File: src/rtl/muldiv_unit.sv
// Iterative MIPS multiply/divide unit with architectural HI/LO registers.
// Shift-add multiply and restoring divide, one bit per cycle over WIDTH cycles.
module muldiv_unit #(
    parameter int WIDTH = 32
) (
    input  logic             clk,
    input  logic             rst,
    input  logic             start,
    input  logic [2:0]       op,
    input  logic [WIDTH-1:0] a,
    input  logic [WIDTH-1:0] b,
    output logic             busy,
    output logic             done,
    output logic [WIDTH-1:0] hi,
    output logic [WIDTH-1:0] lo
);

    localparam int CNT_W = $clog2(WIDTH);

    typedef enum logic {IDLE, RUN} state_t;

    state_t                 state, state_next;
    logic [CNT_W-1:0]       cnt;
    logic [2*WIDTH-1:0]     acc, acc_next, prod;
    logic [WIDTH-1:0]       opnd, a_orig, quot, rem, mag_a, mag_b;
    logic [WIDTH:0]         mul_sum, div_shift, div_diff;
    logic                   is_mul, neg_res, neg_rem, div_zero;
    logic                   signed_op, accept, last;
    logic signed [WIDTH-1:0] a_s, b_s;

    function automatic logic [WIDTH-1:0] cond_neg_w(input logic [WIDTH-1:0] v, input logic neg);
        return neg ? (~v + 1'b1) : v;
    endfunction

    function automatic logic [2*WIDTH-1:0] cond_neg_2w(input logic [2*WIDTH-1:0] v, input logic neg);
        return neg ? (~v + 1'b1) : v;
    endfunction

    assign a_s       = a;
    assign b_s       = b;
    assign signed_op = (op == 3'd0) || (op == 3'd2);
    assign mag_a     = cond_neg_w(a, signed_op && (a_s < 0));
    assign mag_b     = cond_neg_w(b, signed_op && (b_s < 0));
    assign accept    = (state == IDLE) && start && !op[2];
    assign last      = (cnt == CNT_W'(WIDTH - 1));
    assign busy      = (state == RUN);

    always_ff @(posedge clk or negedge rst) begin
        if (!rst) state <= IDLE;
        else      state <= state_next;
    end

    always_comb begin
        state_next = state;
        case (state)
            IDLE:    if (accept) state_next = RUN;
            RUN:     if (last)   state_next = IDLE;
            default: state_next = IDLE;
        endcase
    end

    always_ff @(posedge clk or negedge rst) begin
        if (!rst) begin
            cnt  <= '0;
            done <= 1'b0;
        end else begin
            done <= (state == RUN) && last;
            if (state == IDLE) cnt <= '0;
            else               cnt <= cnt + 1'b1;
        end
    end

    // One iteration: multiply adds into the upper half then shifts right;
    // divide shifts the remainder left and keeps the difference if no borrow.
    always_comb begin
        acc_next  = acc;
        mul_sum   = {1'b0, acc[2*WIDTH-1:WIDTH]} + (acc[0] ? {1'b0, opnd} : {(WIDTH+1){1'b0}});
        div_shift = {acc[2*WIDTH-1:WIDTH], acc[WIDTH-1]};
        div_diff  = div_shift - {1'b0, opnd};
        if (is_mul)
            acc_next = {mul_sum, acc[WIDTH-1:1]};
        else if (!div_diff[WIDTH])
            acc_next = {div_diff[WIDTH-1:0], acc[WIDTH-2:0], 1'b1};
        else
            acc_next = {div_shift[WIDTH-1:0], acc[WIDTH-2:0], 1'b0};
    end

    assign prod = cond_neg_2w(acc_next, neg_res);
    assign quot = cond_neg_w(acc_next[WIDTH-1:0], neg_res);
    assign rem  = cond_neg_w(acc_next[2*WIDTH-1:WIDTH], neg_rem);

    // Operand capture at start; magnitudes only, signs kept for the final write.
    always_ff @(posedge clk) begin
        if (accept) begin
            is_mul   <= !op[1];
            neg_res  <= signed_op && ((a_s < 0) != (b_s < 0));
            neg_rem  <= signed_op && (a_s < 0);
            div_zero <= op[1] && (b == '0);
            a_orig   <= a;
            if (!op[1]) begin
                opnd <= mag_a;
                acc  <= {{WIDTH{1'b0}}, mag_b};
            end else begin
                opnd <= mag_b;
                acc  <= {{WIDTH{1'b0}}, mag_a};
            end
        end else if (state == RUN) begin
            acc <= acc_next;
        end
    end

    // Architectural HI/LO: written on the final iteration or by MTHI/MTLO.
    always_ff @(posedge clk or negedge rst) begin
        if (!rst) begin
            hi <= '0;
            lo <= '0;
        end else if (state == RUN && last) begin
            if (is_mul) begin
                hi <= prod[2*WIDTH-1:WIDTH];
                lo <= prod[WIDTH-1:0];
            end else if (div_zero) begin
                hi <= a_orig;
                lo <= '1;
            end else begin
                hi <= rem;
                lo <= quot;
            end
        end else if (state == IDLE && start && op == 3'd4) begin
            hi <= a;
        end else if (state == IDLE && start && op == 3'd5) begin
            lo <= a;
        end
    end

endmodule

File: config.mk
export PLATFORM = sky130hd
export DESIGN_NAME = muldiv_unit
export DESIGN_NICKNAME = d
export VERILOG_FILES = /design/src/rtl/muldiv_unit.sv
export SDC_FILE = /design/constraint.sdc
export NUM_CORES = 1
export LEC_CHECK = 0
export ABC_AREA = 0
export CAP_MARGIN = 20
export CORE_MARGIN = 8
export CORE_UTILIZATION = 55
export DETAILED_ROUTE_END_ITERATION = 8
export HOLD_SLACK_MARGIN = 0.15
export PLACE_DENSITY_LB_ADDON = 0.2
export SLEW_MARGIN = 20
export SYNTH_ARGS = -nofsm -noshare
export SYNTH_HDL_FRONTEND = slang
export SYNTH_SLANG_ARGS = --single-unit
File: constraint.sdc
create_clock -name clk -period 6.8 [get_ports clk]
set_clock_uncertainty 0.1 [all_clocks]
set_input_delay 1.36 -clock clk [delete_from_list [all_inputs] [get_ports clk]]
set_output_delay 1.36 -clock clk [all_outputs]
set_load 0.1 [all_outputs]
**After elaboration in Yosys (flattened, before gate mapping)**

Cells that the tools add are included.

- Flip-flop bits (word level): 203
- ROM bits: 0
- Output and inout port bits: 66
- Memories: 0
- Word-level logic and storage cells: 77
- Latch bits: 0
- Input port bits: 70
- Bits in writable memories: 0

- Bitwise gates (word level): 6
- Magnitude comparators: 2
- Multiplexer cells: 25
- $mul: 0
- Equality and inequality tests: 6
- Shifts and indexed selects: 0
- $add $sub $neg: 8
- Div/mod/pow operators: 0
- Reduce and logical (&&, ||, !) cells: 18

Operator list:

| cell | number |
|---|---|
| 32-bit 2-to-1 mux | 16 |
| 64-bit 2-to-1 mux | 5 |
| 32-bit by 1-bit adder with 32-bit output (second input constant) | 4 |
| 32-bit NOT | 4 |
| 64-bit by 1-bit adder with 64-bit output (second input constant) | 1 |
| 32-bit by 1-bit less-than comparator with 1-bit output (second input constant) | 2 |
| 64-bit NOT | 1 |
| 32-bit by 32-bit adder with 33-bit output | 1 |
| 33-bit by 32-bit subtractor with 33-bit output | 1 |
| 32-bit zero test | 1 |
| 1-bit logical AND | 9 |
| 3-bit == test (second input constant) | 2 |
| 2-bit nonzero test | 3 |
| 5-bit by 1-bit adder with 5-bit output (second input constant) | 1 |
| 5-bit == test (second input constant) | 1 |
| 5-bit 2-to-1 mux | 1 |
| 3-bit by 2-bit == test with 1-bit output (second input constant) | 1 |
| 3-bit zero test | 1 |
| 1-bit zero test | 2 |
| 1-bit 2-to-1 mux | 2 |
| 2-bit != test (second input constant) | 1 |
| 1-bit one-hot mux with 2 select lines | 1 |
| 2-bit AND reduction | 1 |
| 1-bit logical OR | 1 |
| 2 further kinds | 2 |

**Logic depth before layout (Yosys ltp)**

- Depth in word-level cells: 9
- Mapped depth: 24

**Worst setup path before layout**

Ideal clock, no wire load.

- Path type: register -> register
- From: register acc[48]
- To: register hi[30]
- Data required time: 6.601 ns
- Cell stages (with the launch flop): 23
- Library setup time: 0.099 ns
- Path slack: 1.358 ns
- Arrival: 5.242 ns
- Cells stage by stage: edfxtp_1 > ha_1 > buf_6 > a21oi_2 > o21ai_1 > a311o_1 > a211o_1 > o211ai_2 > buf_6 > buf_4 > clkbuf_1 > nand2_1 > a31oi_1 > ha_1 > inv_1 > or4_1 > a31oi_4 > nand3_1 > or3_4 > buf_6 > nor3_1 > mux2_2 > a311oi_1

- Cells in the longest elaborated chain, start to end: 9
- Elaborated cells between the ends (all ways): 13
- Classes of those cells: add/sub (4); mux (7); bitwise (2)

RTL lines:

| element | line | text |
|---|---|---|
| start: declaration | 24 | `logic [2*WIDTH-1:0] acc, acc_next, prod;` |
| start signal: assignment | 102 | `acc <= {{WIDTH{1'b0}}, mag_b};` |
| start signal: assignment | 105 | `acc <= {{WIDTH{1'b0}}, mag_a};` |
| start signal: assignment | 108 | `acc <= acc_next;` |
| 33-bit by 32-bit subtractor with 33-bit output | 79 | `div_diff = div_shift - {1'b0, opnd};` |
| 64-bit 2-to-1 mux | 82 | `else if (!div_diff[WIDTH])` |
| 64-bit 2-to-1 mux (*) | 80 | `if (is_mul)` |
| 32-bit NOT | 32 | `return neg ? (~v + 1'b1) : v;` |
| 32-bit by 1-bit adder with 32-bit output | 32 |  |
| 32-bit 2-to-1 mux | 32 |  |
| 32-bit 2-to-1 mux | 121 | `end else if (div_zero) begin` |
| 32-bit 2-to-1 mux (*) | 118 | `if (is_mul) begin` |
| 32-bit 2-to-1 mux (*) | 117 | `end else if (state == RUN && last) begin` |
| end signal: assignment | 119 | `hi <= prod[2*WIDTH-1:WIDTH];` |
| end signal: assignment | 122 | `hi <= a_orig;` |
| end signal: assignment | 125 | `hi <= rem;` |
| end: declaration | 14 | `output logic [WIDTH-1:0] hi,` |

Every way passes the cells marked *; elsewhere a longest branch is shown, timed or not.
A chain may end at the register's enable or synchronous reset.

**Worst setup path in the final report**

- From: register acc[48]
- To: register hi[20]

The elaborated chain is that of the path after synthesis.

==> impl_metrics.yaml <==
status:
  status: "finished clean"
clock_tree:
  clock_path_buffers: 3
  insertion_delay_ps: 540
  post_cts_buffers: 0
  h-tree-depth: 1
  cts_root_buf: "clkbuf_16"
  hold_buffers: 0
  cts_made_buffers: 25
  cts_resized: 0
  clk_pin_slew_ps: 60
  cts_tree: "yes"
  clock-sinks: 203
setup_path:
  critPathLaunchType: "flop"
  path_cells: "ha_1, a21oi_2, o21ai_1, a311o_1, a211o_1, o211a_1, buf_4, mux2_2, o21ai_0, inv_1, ha_1, inv_1, or4_1, a31oi_4, nand3_1, or3_4, o31ai_1, xor2_1, a221oi_1"
  path_delay_family: "compound AO/OA/AOI/OAI gates"
  worstSetupPathType: "flop to flop"
  max_stage_delay_ps: 570
  slowest_stage: "or4_1"
  critPathMaxFanout: 12
  worstPathRequired_ps: 7110
  critPathArrivalTime_ps: 6120
  cp-end-kind: "flop"
  path_buf_inv: 3
sta:
  max_freq_mhz: 172
  rsz0062_at_grt: "false"
  period_needed_ps: 5820
  drv_slew: 0
  setup_viol: 0
  hold_viol: 0
  period_share_pct: 85.5
  layout_setup_ws_ps: 983
  slew_headroom_pct: 27.2
  worst_pin_slew_ps: 1090
  fin_setup_tns_ps: 0
  hold_slack_ps: 368
place:
  io_buffers: 135
  hpwl_um: 45600
  place_congestion: 1.00
  dp.cells: 2561
  dpl_worst_slack_ps: 1100
power_and_ir_drop:
  ir_drop_v: 0.000284
  p_leak_nw: 8.15
  total_power_mw: 9.18
  powerDensity_mw_per_mm2: 456
layout:
  syn_to_final_growth_pct: 14.6
  drive_above_1_share_pct: 5.94
  fin_cells: 2607
  fin_nets: 2328
  antennaDiodeCount: 0
floorplanning:
  dieHeight_um: 195
  dieArea_mm2: 0.0379
  core_mm2: 0.0316
  start_util_pct: 55.7
  num_rows: 65
  io_pins: 136
  die-width_um: 195
logic_synthesis:
  synth_cell_types: 94
  yosysWarnings: 0
  seq_area_frac_synth_pct: 32.7
  netlist_instances: 2104
  ys_ff_latch: 203
  syn_area_per_cell_um2: 8.36
  synth_edf_count: 132
  syn_nets: 2246
  synthArstFlopShare_pct: 35.0
  syn-cell-area_mm2: 0.0176
  synth_flop_cell: "edfxtp_1"
worst_hold_path:
  hold_class: "flop to flop"
route:
  first_pass_iters: 6
  remaining_drc_errors: 0
  detail-route-antenna-nets: 0
  vias: 16900
  drtIter0Drc: 1891
  via_per_inst: 6.50
  detail_route.wl_per_cell_um: 23.1
  drt-total-wl_um: 60200
run:
  drv_cap: 0
global_route:
  antenna_found_initial: 1
  grt_pass1_vias: 16400
  grt_max_degree: 72
  grt_use_total_pct: 30.5
  grt_remaining_overflow: 0
  grt_pass1_wl_um: 93000
[path summary, 6_finish.rpt]
path,to,depth (start not counted),slack [ps],startpoint
worst max-delay path,hi[20],19,980,acc[48]
min in group asynchronous,lo[4],1,880,rst
worst max register to register,hi[20],19,980,acc[48]
worst min-delay path,cnt[0],1,370,cnt[0]
max in group asynchronous,hi[21],1,5060,rst
worst min register to register,cnt[0],1,370,cnt[0]
[synthesized netlist by cell type (all sizes together) (7+ instances only)]
cell type / instances / share of area (%)
nand2: 274 / 5.9
a21oi: 172 / 5.0
nor2: 159 / 3.4
o21ai: 137 / 3.9
edfxtp: 132 / 23
mux2i: 96 / 5.5
xnor2: 94 / 4.7
clkbuf: 87 / 1.9
xor2: 85 / 4.2
inv: 77 / 1.6
dfrtp: 71 / 10
ha: 70 / 5.0
and2: 52 / 1.9
nor3: 50 / 1.4
nand3: 45 / 1.3
o22ai: 37 / 1.3
a21o: 33 / 1.4
buf: 33 / 1.0
o31ai: 30 / 1.3
and3: 25 / 0.89
nand4: 25 / 0.89
a211oi: 22 / 0.97
a31oi: 21 / 0.90
nand2b: 20 / 0.71
or3: 19 / 0.70
o211ai: 18 / 0.80
nor4: 14 / 0.53
o21a: 14 / 0.60
o41ai: 14 / 0.83
or4: 13 / 0.58
a221oi: 11 / 0.55
mux2: 11 / 0.70
a21boi: 10 / 0.43
nand3b: 10 / 0.43
or2: 10 / 0.36
o21bai: 9 / 0.38
a311oi: 8 / 0.43
nor2b: 7 / 0.25
o211a: 7 / 0.40
o221ai: 7 / 0.35
[state kept, by name, indices dropped and copies added, names as in the netlist]
signal	cells
hi	32
div_zero	1
done	1
a_orig	32
lo	32
opnd	32
cnt	5
neg_rem	1
neg_res	1
is_mul	1
acc	64
busy	1
[through the flow]
stage	instance area, µm²	utilization (%)
floorplan	17600	-
global placement	19200	61.0
detailed placement	19200	61.0
CTS	20100	63.8
global route	20200	63.9
finish	20200	63.9
[final cells by class]
class                   instances  area (µm²)
fillers                      2688       11400
multi-input cells            1703       11100
flip-flops and latches        203        5740
repair buffers                175        1650
clock buffers                  34         731
well taps                     402         503
inverters                      78         294
clock inverters                12         170
[cells in the final DEF, fill, tap and decap left out, types with 71 or more instances in the layout]
cell / count
nand2_1: 273
a21oi_1: 168
nor2_1: 159
clkdlybuf4s50_1: 134
o21ai_0: 133
edfxtp_1: 132
mux2i_1: 95
xnor2_1: 94
xor2_1: 85
inv_1: 75
dfrtp_1: 71
[cells by family (layout without fill, tap and decap cells)]
| logic type | after synthesis | count (layout) | share of synthesized area [%] |
|---|---|---|---|
| adder cells (fa/ha/maj) | 72 | 72 | 5.21 |
| buffers and inverters | 198 | 299 | 4.57 |
| multiplexers | 107 | 107 | 6.19 |
| AO/OA/AOI/OAI | 600 | 600 | 22.3 |
| flip-flops | 203 | 203 | 32.7 |
| XOR/XNOR | 179 | 179 | 8.92 |
| AND/OR/NAND/NOR | 745 | 745 | 20.2 |
[report_power, final]
part / leakage (nW) / switching [mW] / internal (mW)
combinational: 5.59 / 3.68 / 1.99
sequential: 2.13 / 0.313 / 1.72
clock: 0.437 / 0.563 / 0.904
[metal layers]
| layer | global-route usage (%) | routed length [µm] | vias up |
|---|---|---|---|
| met4 | 11.0 | 2130 | 0 |
| li1 | - | - | 7874 |
| met1 | 42.0 | 25800 | 8090 |
| met2 | 47.6 | 26600 | 843 |
| met5 | 0 | 0 | - |
| met3 | 5.49 | 5690 | 131 |
(Power assumes the default switching activity.)
